===== src/rtl/mul_issue_ctrl_if.sv =====
// Bus bundle between the execute pipeline, the 32x32 multiplier and the
// downstream stage, as seen by the multiply issue/collect controller.
//   in_*   : op request channel (valid/ready) from the execute pipeline
//   mul_*  : launch/return channel to the multiplier
//   out_*  : result channel (valid/ready) to the downstream stage
// Modports:
//   slave  : the controller
//   master : everything around it (pipeline, multiplier, downstream)
interface mul_issue_ctrl_if #(
    parameter int unsigned TAG_W = 5
);
    logic             in_valid;
    logic             in_ready;
    logic [1:0]       in_op;
    logic [31:0]      in_src1;
    logic [31:0]      in_src2;
    logic [TAG_W-1:0] in_tag;

    logic             mul_start;
    logic             mul_signed_op;
    logic [31:0]      mul_reg1;
    logic [31:0]      mul_reg2;
    logic             mul_done;
    logic [63:0]      mul_result;

    logic             out_valid;
    logic             out_ready;
    logic [31:0]      out_data;
    logic [TAG_W-1:0] out_tag;

    modport slave (
        input  in_valid, in_op, in_src1, in_src2, in_tag,
        input  mul_done, mul_result, out_ready,
        output in_ready, mul_start, mul_signed_op, mul_reg1, mul_reg2,
        output out_valid, out_data, out_tag
    );

    modport master (
        output in_valid, in_op, in_src1, in_src2, in_tag,
        output mul_done, mul_result, out_ready,
        input  in_ready, mul_start, mul_signed_op, mul_reg1, mul_reg2,
        input  out_valid, out_data, out_tag
    );
endinterface


===== src/rtl/mul_issue_ctrl.sv =====
// EX-stage issue/collect controller for the 32x32 multiplier.
// Accepts one MUL.W / MULH.W / MULH.WU op, launches the multiplier, waits for
// its done pulse (with a watchdog), selects the low/high product word and
// holds it until the downstream stage takes it.
// Ports:
//   clk, rst  : clock, synchronous active-high reset
//   flush     : kills any in-flight op, returns to IDLE
//   bus       : op request, multiplier and result channels (slave modport)
//   busy      : controller not idle (stall request)
//   err       : one-cycle pulse on watchdog abort
//   op_count  : results delivered downstream (wraps)
module mul_issue_ctrl #(
    parameter int unsigned TAG_W   = 5,
    parameter int unsigned TIMEOUT = 8,
    parameter int unsigned CNT_W   = 32
) (
    input  logic             clk,
    input  logic             rst,
    input  logic             flush,
    mul_issue_ctrl_if.slave  bus,
    output logic             busy,
    output logic             err,
    output logic [CNT_W-1:0] op_count
);
    localparam int unsigned WD_W = $clog2(TIMEOUT + 1);

    typedef enum logic [1:0] {
        IDLE = 2'd0,
        WAIT = 2'd1,
        HOLD = 2'd2
    } state_t;

    state_t           state;
    state_t           state_nxt;
    logic             ready_c;
    logic             accept_c;
    logic             expire_c;
    logic             handoff_c;

    logic             hi_q;
    logic [TAG_W-1:0] tag_q;
    logic [WD_W-1:0]  wd_cnt;
    logic             out_valid_q;
    logic [31:0]      out_data_q;
    logic [TAG_W-1:0] out_tag_q;

    // State register
    always_ff @(posedge clk) begin
        if (rst) begin
            state <= IDLE;
        end else begin
            state <= state_nxt;
        end
    end

    // Next state, accept handshake, watchdog expiry and result handoff
    always_comb begin
        state_nxt = state;
        expire_c  = 1'b0;
        handoff_c = 1'b0;
        ready_c   = (state == IDLE) && !flush && !rst;
        accept_c  = bus.in_valid && ready_c;
        case (state)
            IDLE: begin
                if (accept_c) begin
                    state_nxt = WAIT;
                end
            end
            WAIT: begin
                // done wins over an expiry landing in the same cycle
                if (bus.mul_done) begin
                    state_nxt = HOLD;
                end else if (wd_cnt == WD_W'(TIMEOUT - 1)) begin
                    state_nxt = IDLE;
                    expire_c  = 1'b1;
                end
            end
            HOLD: begin
                if (bus.out_ready) begin
                    state_nxt = IDLE;
                    handoff_c = 1'b1;
                end
            end
            default: state_nxt = IDLE;
        endcase
        if (flush) begin
            state_nxt = IDLE;
        end
    end

    // Op context, watchdog counter, result registers and status
    always_ff @(posedge clk) begin
        if (rst) begin
            hi_q        <= 1'b0;
            tag_q       <= '0;
            wd_cnt      <= '0;
            out_valid_q <= 1'b0;
            out_data_q  <= '0;
            out_tag_q   <= '0;
            busy        <= 1'b0;
            err         <= 1'b0;
            op_count    <= '0;
        end else begin
            err  <= 1'b0;
            busy <= (state_nxt != IDLE);
            if (accept_c) begin
                // high word only for 01/10; reserved 11 behaves as MUL.W
                hi_q  <= bus.in_op[0] ^ bus.in_op[1];
                tag_q <= bus.in_tag;
            end
            // zero outside WAIT so every WAIT entry starts counting from 0
            if (state == WAIT) begin
                wd_cnt <= wd_cnt + WD_W'(1);
            end else begin
                wd_cnt <= '0;
            end
            if (flush) begin
                out_valid_q <= 1'b0;
            end else begin
                if (state == WAIT && bus.mul_done) begin
                    out_valid_q <= 1'b1;
                    out_data_q  <= hi_q ? bus.mul_result[63:32] : bus.mul_result[31:0];
                    out_tag_q   <= tag_q;
                end
                if (expire_c) begin
                    err <= 1'b1;
                end
                if (handoff_c) begin
                    out_valid_q <= 1'b0;
                    op_count    <= op_count + CNT_W'(1);
                end
            end
        end
    end

    // Launch is combinational in the accept cycle; operands pass straight through
    assign bus.in_ready      = ready_c;
    assign bus.mul_start     = accept_c;
    assign bus.mul_signed_op = (bus.in_op == 2'b01);
    assign bus.mul_reg1      = bus.in_src1;
    assign bus.mul_reg2      = bus.in_src2;
    assign bus.out_valid     = out_valid_q;
    assign bus.out_data      = out_data_q;
    assign bus.out_tag       = out_tag_q;
endmodule


===== src/flat_wrapper.sv =====
// flat-port wrapper written by rule: the top's interface ports become plain ports
module mul_issue_ctrl_flat 
#(
    parameter int unsigned TAG_W   = 5,
    parameter int unsigned TIMEOUT = 8,
    parameter int unsigned CNT_W   = 32
)
  (clk, rst, flush, busy, err, op_count, bus_in_valid, bus_in_op, bus_in_src1, bus_in_src2, bus_in_tag, bus_mul_done, bus_mul_result, bus_out_ready, bus_in_ready, bus_mul_start, bus_mul_signed_op, bus_mul_reg1, bus_mul_reg2, bus_out_valid, bus_out_data, bus_out_tag);
  mul_issue_ctrl_if #(.TAG_W(TAG_W)) bus_i ();
  input  logic clk;
  input  logic rst;
  input  logic flush;
  output logic busy;
  output logic err;
  output logic [CNT_W-1:0] op_count;
  input wire logic [$bits(bus_i.in_valid)-1:0] bus_in_valid;
  input wire logic [$bits(bus_i.in_op)-1:0] bus_in_op;
  input wire logic [$bits(bus_i.in_src1)-1:0] bus_in_src1;
  input wire logic [$bits(bus_i.in_src2)-1:0] bus_in_src2;
  input wire logic [$bits(bus_i.in_tag)-1:0] bus_in_tag;
  input wire logic [$bits(bus_i.mul_done)-1:0] bus_mul_done;
  input wire logic [$bits(bus_i.mul_result)-1:0] bus_mul_result;
  input wire logic [$bits(bus_i.out_ready)-1:0] bus_out_ready;
  output wire logic [$bits(bus_i.in_ready)-1:0] bus_in_ready;
  output wire logic [$bits(bus_i.mul_start)-1:0] bus_mul_start;
  output wire logic [$bits(bus_i.mul_signed_op)-1:0] bus_mul_signed_op;
  output wire logic [$bits(bus_i.mul_reg1)-1:0] bus_mul_reg1;
  output wire logic [$bits(bus_i.mul_reg2)-1:0] bus_mul_reg2;
  output wire logic [$bits(bus_i.out_valid)-1:0] bus_out_valid;
  output wire logic [$bits(bus_i.out_data)-1:0] bus_out_data;
  output wire logic [$bits(bus_i.out_tag)-1:0] bus_out_tag;
  assign bus_i.in_valid = bus_in_valid;
  assign bus_i.in_op = bus_in_op;
  assign bus_i.in_src1 = bus_in_src1;
  assign bus_i.in_src2 = bus_in_src2;
  assign bus_i.in_tag = bus_in_tag;
  assign bus_i.mul_done = bus_mul_done;
  assign bus_i.mul_result = bus_mul_result;
  assign bus_i.out_ready = bus_out_ready;
  assign bus_in_ready = bus_i.in_ready;
  assign bus_mul_start = bus_i.mul_start;
  assign bus_mul_signed_op = bus_i.mul_signed_op;
  assign bus_mul_reg1 = bus_i.mul_reg1;
  assign bus_mul_reg2 = bus_i.mul_reg2;
  assign bus_out_valid = bus_i.out_valid;
  assign bus_out_data = bus_i.out_data;
  assign bus_out_tag = bus_i.out_tag;
  mul_issue_ctrl #(.TAG_W(TAG_W), .TIMEOUT(TIMEOUT), .CNT_W(CNT_W)) u_core (.clk(clk), .rst(rst), .flush(flush), .bus(bus_i), .busy(busy), .err(err), .op_count(op_count));
endmodule

===== config.mk =====
export PLATFORM = sky130hd
export DESIGN_NAME = mul_issue_ctrl_flat
export DESIGN_NICKNAME = d
export VERILOG_FILES = /design/src/rtl/mul_issue_ctrl_if.sv /design/src/rtl/mul_issue_ctrl.sv /design/src/flat_wrapper.sv
export SDC_FILE = /design/constraint.sdc
export NUM_CORES = 1
export LEC_CHECK = 0
export BUFFER_PORTS_ARGS = -buffer_cell sky130_fd_sc_hd__clkbuf_2
export CAP_MARGIN = 10
export CORE_MARGIN = 2
export CORE_UTILIZATION = 38
export CTS_CLUSTER_SIZE = 30
export DETAILED_ROUTE_END_ITERATION = 7
export GPL_TIMING_DRIVEN = 0
export PLACE_DENSITY_LB_ADDON = 0.3
export SYNTH_ARGS = -nofsm -noshare
export SYNTH_HDL_FRONTEND = slang
export SYNTH_SLANG_ARGS = --single-unit

===== constraint.sdc =====
create_clock -name clk -period 1.8 [get_ports clk]
set_input_delay 0.09 -clock clk [delete_from_list [all_inputs] [get_ports clk]]
set_output_delay 0.09 -clock clk [all_outputs]
set_load 0.01 [all_outputs]

# ---- Word level (Yosys, flattened, before mapping)
# Cells that the tools add are included.
dict set report classes {
  n_addsub 2
  eq_ne 4
  muxes 13
  bitwise 3
  n_reduce_logical 13
}
# operator count
set ops {}
lappend ops {{$add 32x1->32 const B} 1}
lappend ops {{$mux 32} 1}
lappend ops {{$mux 2} 5}
lappend ops {{$mux 1} 6}
lappend ops {{$pmux 2 s3} 1}
lappend ops {{$add 4x1->4 const B} 1}
lappend ops {{$eq 2x1->1 const B} 2}
lappend ops {{$eq 4x3->1 const B} 1}
lappend ops {{$logic_and 1x1->1} 4}
lappend ops {{$reduce_and 2->1} 2}
lappend ops {{$reduce_or 2->1} 2}
lappend ops {{$reduce_or 3->1} 1}
lappend ops {{$eq 2x2->1 const B} 1}
lappend ops {{$logic_not 1->1} 2}
lappend ops {{$logic_not 2->1} 1}
lappend ops {{$not 1->1} 2}
lappend ops {{$reduce_bool 2->1} 1}
lappend ops {{$xor 1x1->1} 1}
dict set report word_totals {
  regBits 84
  in_bits 141
  out_inout_bits 139
  wordCells 45
}

# ---- Depth between registers and ports, before layout
dict set report depth {
  depth_word 8
  mapped_depth 7
  ltp_nobuf 5
}

# ---- Worst setup path before layout
# No wires, ideal clock.
dict set report synth_path {
  path_kind {register -> register}
  from {register u_core.op_count[0]}
  to {register u_core.op_count[20]}
  setup_ns 0.132
  arrival_time_ns 1.845
  t_required_ns 1.668
  slack_ns -0.177
  path_stages_with_launch 8
  n_path_buf 2
  synth_period_minus_slack_ns 1.977
  cell_sequence {dfxtp_1 -> ha_1 -> nand3_1 -> or3_1 -> clkbuf_1 -> buf_2 -> o41ai_1 -> a21oi_1}
}
dict set report synth_between {
  elab_chain_len 1
}
# element line_no
set synth_rtl {}
lappend synth_rtl {{start: declaration} mul_issue_ctrl.sv:23} ;# output logic [CNT_W-1:0] op_count
lappend synth_rtl {{start signal: assignment} mul_issue_ctrl.sv:130} ;# op_count <= op_count + CNT_W'(1);
lappend synth_rtl {{$add 32x1->32} mul_issue_ctrl.sv:130}
# Every way passes these cells.
# A chain may end at the register's enable or synchronous reset.

# ---- Final worst setup path
dict set report layout_path {
  from {register u_core.op_count[1]}
  to {register u_core.op_count[18]}
}
# The elaborated chain is that of the path after synthesis.

==> reports/qor.csv <==
stage;metric;value;unit
outcome;run status;finished, violations left;
outcome;failing checks;negative setup slack;
worst_setup_path;crit path DAT;2.21;ns
layout;Final #Nets;862;
power_and_ir_drop;P_leak;2.672;nW
synthesis;Post-synth EDFFs;0;
global_routing;total track usage;0.1888;
global_routing;largest net degree at the start of global routing;15;
worst_setup_path;FF-to-FF path depth;6;
layout;Non-Filler Instances;863;
placement;port bufs;214;
synthesis;register area share after synthesis;0.4052;
floorplanning;FP Rows;38;
hold_path;HP Class;input port to flip-flop;
timing;fraction of the cycle the final worst path needs;1.073;
layout;most frequent cells in the layout;clkbuf_2, buf_4, nor2_1, dfxtp_1, mux2i_1;
floorplanning;Starting Density;0.3862;
drt;Vias;4242;
job;max-cap check violation count;0;
power_and_ir_drop;PwrDens;644.2;nW/um^2
timing;final setup violation count;16;
timing;slack of the critical path;-0.1309;ns
drt;detailed-route DRC error count;0;
drt;First DRT Iteration DRCs;193;
drt;WL/cell;13.65;microns
synthesis;Async S/R FF share, synth;0;
layout;commonest non-fill, non-tap cell in the layout;clkbuf_2;
worst_setup_path;reg2reg setup slack;-0.13;ns
layout;synthesis-to-finish area growth;49.23;%
placement;hpwl dp;8775;microns
worst_setup_path;WS Path Type;flip-flop to flip-flop;
layout;layout cells sized above 1;0.5436;
placement;total placed cells including tap cells;817;
floorplanning;full die area;11770;sq um
timing;Slew @ Worst Pin;0.6281;ns
timing;worst rel slew slack;0.5813;
clocking;clk slew on worst S/H paths;0.09;ns
timing;setup_tns;-1.317;ns
placement;GPL Wtd Cong;0.8335;
synthesis;Synth Area per Inst;8.964;sq um
timing;pins over their slew limit;0;
layout;antenna fix cells;0;
worst_setup_path;Worst R2R End;u_core.op_count[18]$_SDFFE_PP0P_;
clocking;Longest Clk Path Bufs;2;
worst_setup_path;CP Cell Sequence;ha_4 > nand3_4 > or3_4 > buf_8 > or4_4 > a21oi_2;
worst_setup_path;Worst Path Max Fanout;5;
worst_setup_path;CP Launch Type;flip-flop;
timing;Hold Vio Cnt, Final;0;
hold_path;hold path startpoint;bus_mul_result[1];
synthesis;post-synth top area share;0.4052;
synthesis;Yosys cell types;38;
worst_setup_path;FF-to-FF Start;u_core.op_count[1]$_SDFFE_PP0P_;
floorplanning;Die Span Y;108.5;microns
timing;worst clock skew;0.01238;ns
placement;pre-CTS setup slack;-0.3899;ns
drt;Antenna Violating Nets Remaining;0;
timing;f_max;517.9;MHz
global_routing;global-route wire length before repair;17920;microns
hold_path;Min-Delay Endpoint;u_core.bus.out_data[1]$_SDFFE_PP0P_;
clocking;clock sinks;84;
worst_setup_path;max incr delay on CP;0.51;ns
global_routing;initial antenna violation count;0;
drt;Routed WL;11780;microns
synthesis;Post-synth top flop;dfxtp_1;
hold_path;Hold Path Depth;3;
worst_setup_path;Critical Path End Type;flip-flop;
synthesis;Post-Syn Area;4150;sq um
clocking;Num CTS Buffers;9;
worst_setup_path;CP startpoint;u_core.op_count[1]$_SDFFE_PP0P_;
clocking;Skew-Pair Late Insertion Delay;0.34;ns
floorplanning;# IOs;280;
global_routing;number of global-route vias before repair;3811;
clocking;Max H-tree Level;3;
timing;RSZ-0062 raised after global routing;true;
floorplanning;Core Region;10750;sq um
synthesis;Syn Nets;607;
clocking;root buffer cell;clkbuf_8;
timing;Final min period;1.931;ns
synthesis;Yosys warnings;0;
clocking;CTS tree;yes;
drt;drt via density;4.915;
synthesis;#FFs+latches synth;84;
synthesis;post-synth top area cell;dfxtp_1;
drt;Pre-Repair DR Iteration Count;5;
synthesis;synthesized instance count;463;
power_and_ir_drop;Worst VDD drop;0.3646;mV
global_routing;total gr overflow;0;
worst_setup_path;Worst EP required;2.07;ns
floorplanning;die width;108.5;microns
placement;DP Area;5492;sq um
synthesis;top area cells in the synthesized netlist;dfxtp_1, buf_4, mux2i_1, a211oi_1, nor2_1;
layout;Design Area, Final;6193;sq um
worst_setup_path;Slowest cell on crit path;or4_4;
kinds of logic after synthesis:
kind of cell             synth area share
adder cells (fa/ha/maj)          0.009045
multiplexers                       0.1037
AO/OA/AOI/OAI                      0.1320
AND/OR/NAND/NOR                    0.1773
flip-flops                         0.4052
XOR/XNOR                          0.02110
buffers and inverters              0.1516
critical path: cells and delay by family, from the launching register on:
family | cells | cell delay [ns]
simple gates | 3 | 1.03
flops | 1 | 0.39
fa+ha+maj | 1 | 0.16
buf+inv | 1 | 0.15
compound gates | 1 | 0.12
worst max path at each step:
stage | end | slack (ns)
finish | u_core.op_count[18]$_SDFFE_PP0P_ | -0.13
detailed placement | u_core.bus.out_data[26]$_SDFFE_PP0P_ | -0.39
global route | u_core.op_count[31]$_SDFFE_PP0P_ | -0.20
floorplan | u_core.op_count[27]$_SDFFE_PP0P_ | -0.06
global placement | u_core.bus.out_data[20]$_SDFFE_PP0P_ | -0.38
CTS | u_core.op_count[29]$_SDFFE_PP0P_ | -0.14
power by group:
| group | switching (mW) | internal (mW) | total (mW) |
|---|---|---|---|
| clock | 0.686 | 0.906 | 1.59 |
| combinational | 0.233 | 0.287 | 0.520 |
| sequential | 0.0142 | 1.86 | 1.88 |
| total | 0.933 | 3.06 | 3.99 |
what timing repair did:
item | in CTS | in global routing
endpoints found under the hold margin | 8 | 0
setup buffers | 14 | 7
gates resized for setup | 27 | 46
setup endpoints to repair | 46 | 50
hold buffers | 7 | 0
cloned | 3 | 1
pin swaps | 19 | 9
state kept, by name, summed over array words and instances, names as in the netlist:
register / cells
u_core.bus.out_data: 32
u_core.state: 2
u_core.err: 1
u_core.bus.out_valid: 1
u_core.busy: 1
u_core.tag_q: 5
u_core.op_count: 32
u_core.bus.out_tag: 5
u_core.wd_cnt: 4
u_core.hi_q: 1
area by class of cell:
type,count,area (sq um)
plain buffers,92,658.1
multi-input cells,280,1999
clock buffers,11,162.7
well taps,140,175.2
fillers,995,4552
inverters,6,22.52
clock inverters,5,80.08
flip-flops and latches,84,1742
repair buffers,245,1354
cell usage after synthesis (2+ instances only):
cell type,number
inv_1,6
buf_6,2
buf_4,64
buf_2,2
mux2i_1,43
or2_2,2
nand3_1,12
ha_1,3
nand3b_1,3
dfxtp_1,84
nor2_1,62
or4_1,12
buf_1,3
xor2_1,2
o41ai_1,2
clkbuf_1,22
and4_1,2
or3_1,11
xnor2_1,8
a21oi_1,23
a211oi_1,35
nor4_1,6
o31ai_1,10
nand4_1,7
and3_1,2
o21ai_0,10
nor3_1,2
nand2_1,13
metrics by stage:
step / util / power [mW] / hold WS [ns]
after floorplan: - / 2.221 / 0.1667
after global placement: 0.5111 / 2.427 / 0.3098
after detailed placement: 0.5111 / 2.436 / 0.3095
after CTS: 0.5583 / 4.035 / 0.04642
after global routing: 0.5764 / 4.167 / 0.06071
final: 0.5764 / 3.990 / 0.06407
layer usage:
metal	global-route usage	routed length, microns	vias up
met5	0	0	-
met4	0.04945	139	0
met3	0.03918	886	17
met2	0.3464	6220	202
met1	0.2221	4537	1927
li1	-	-	2096
No activity file was read; power rests on OpenSTA's default activity.
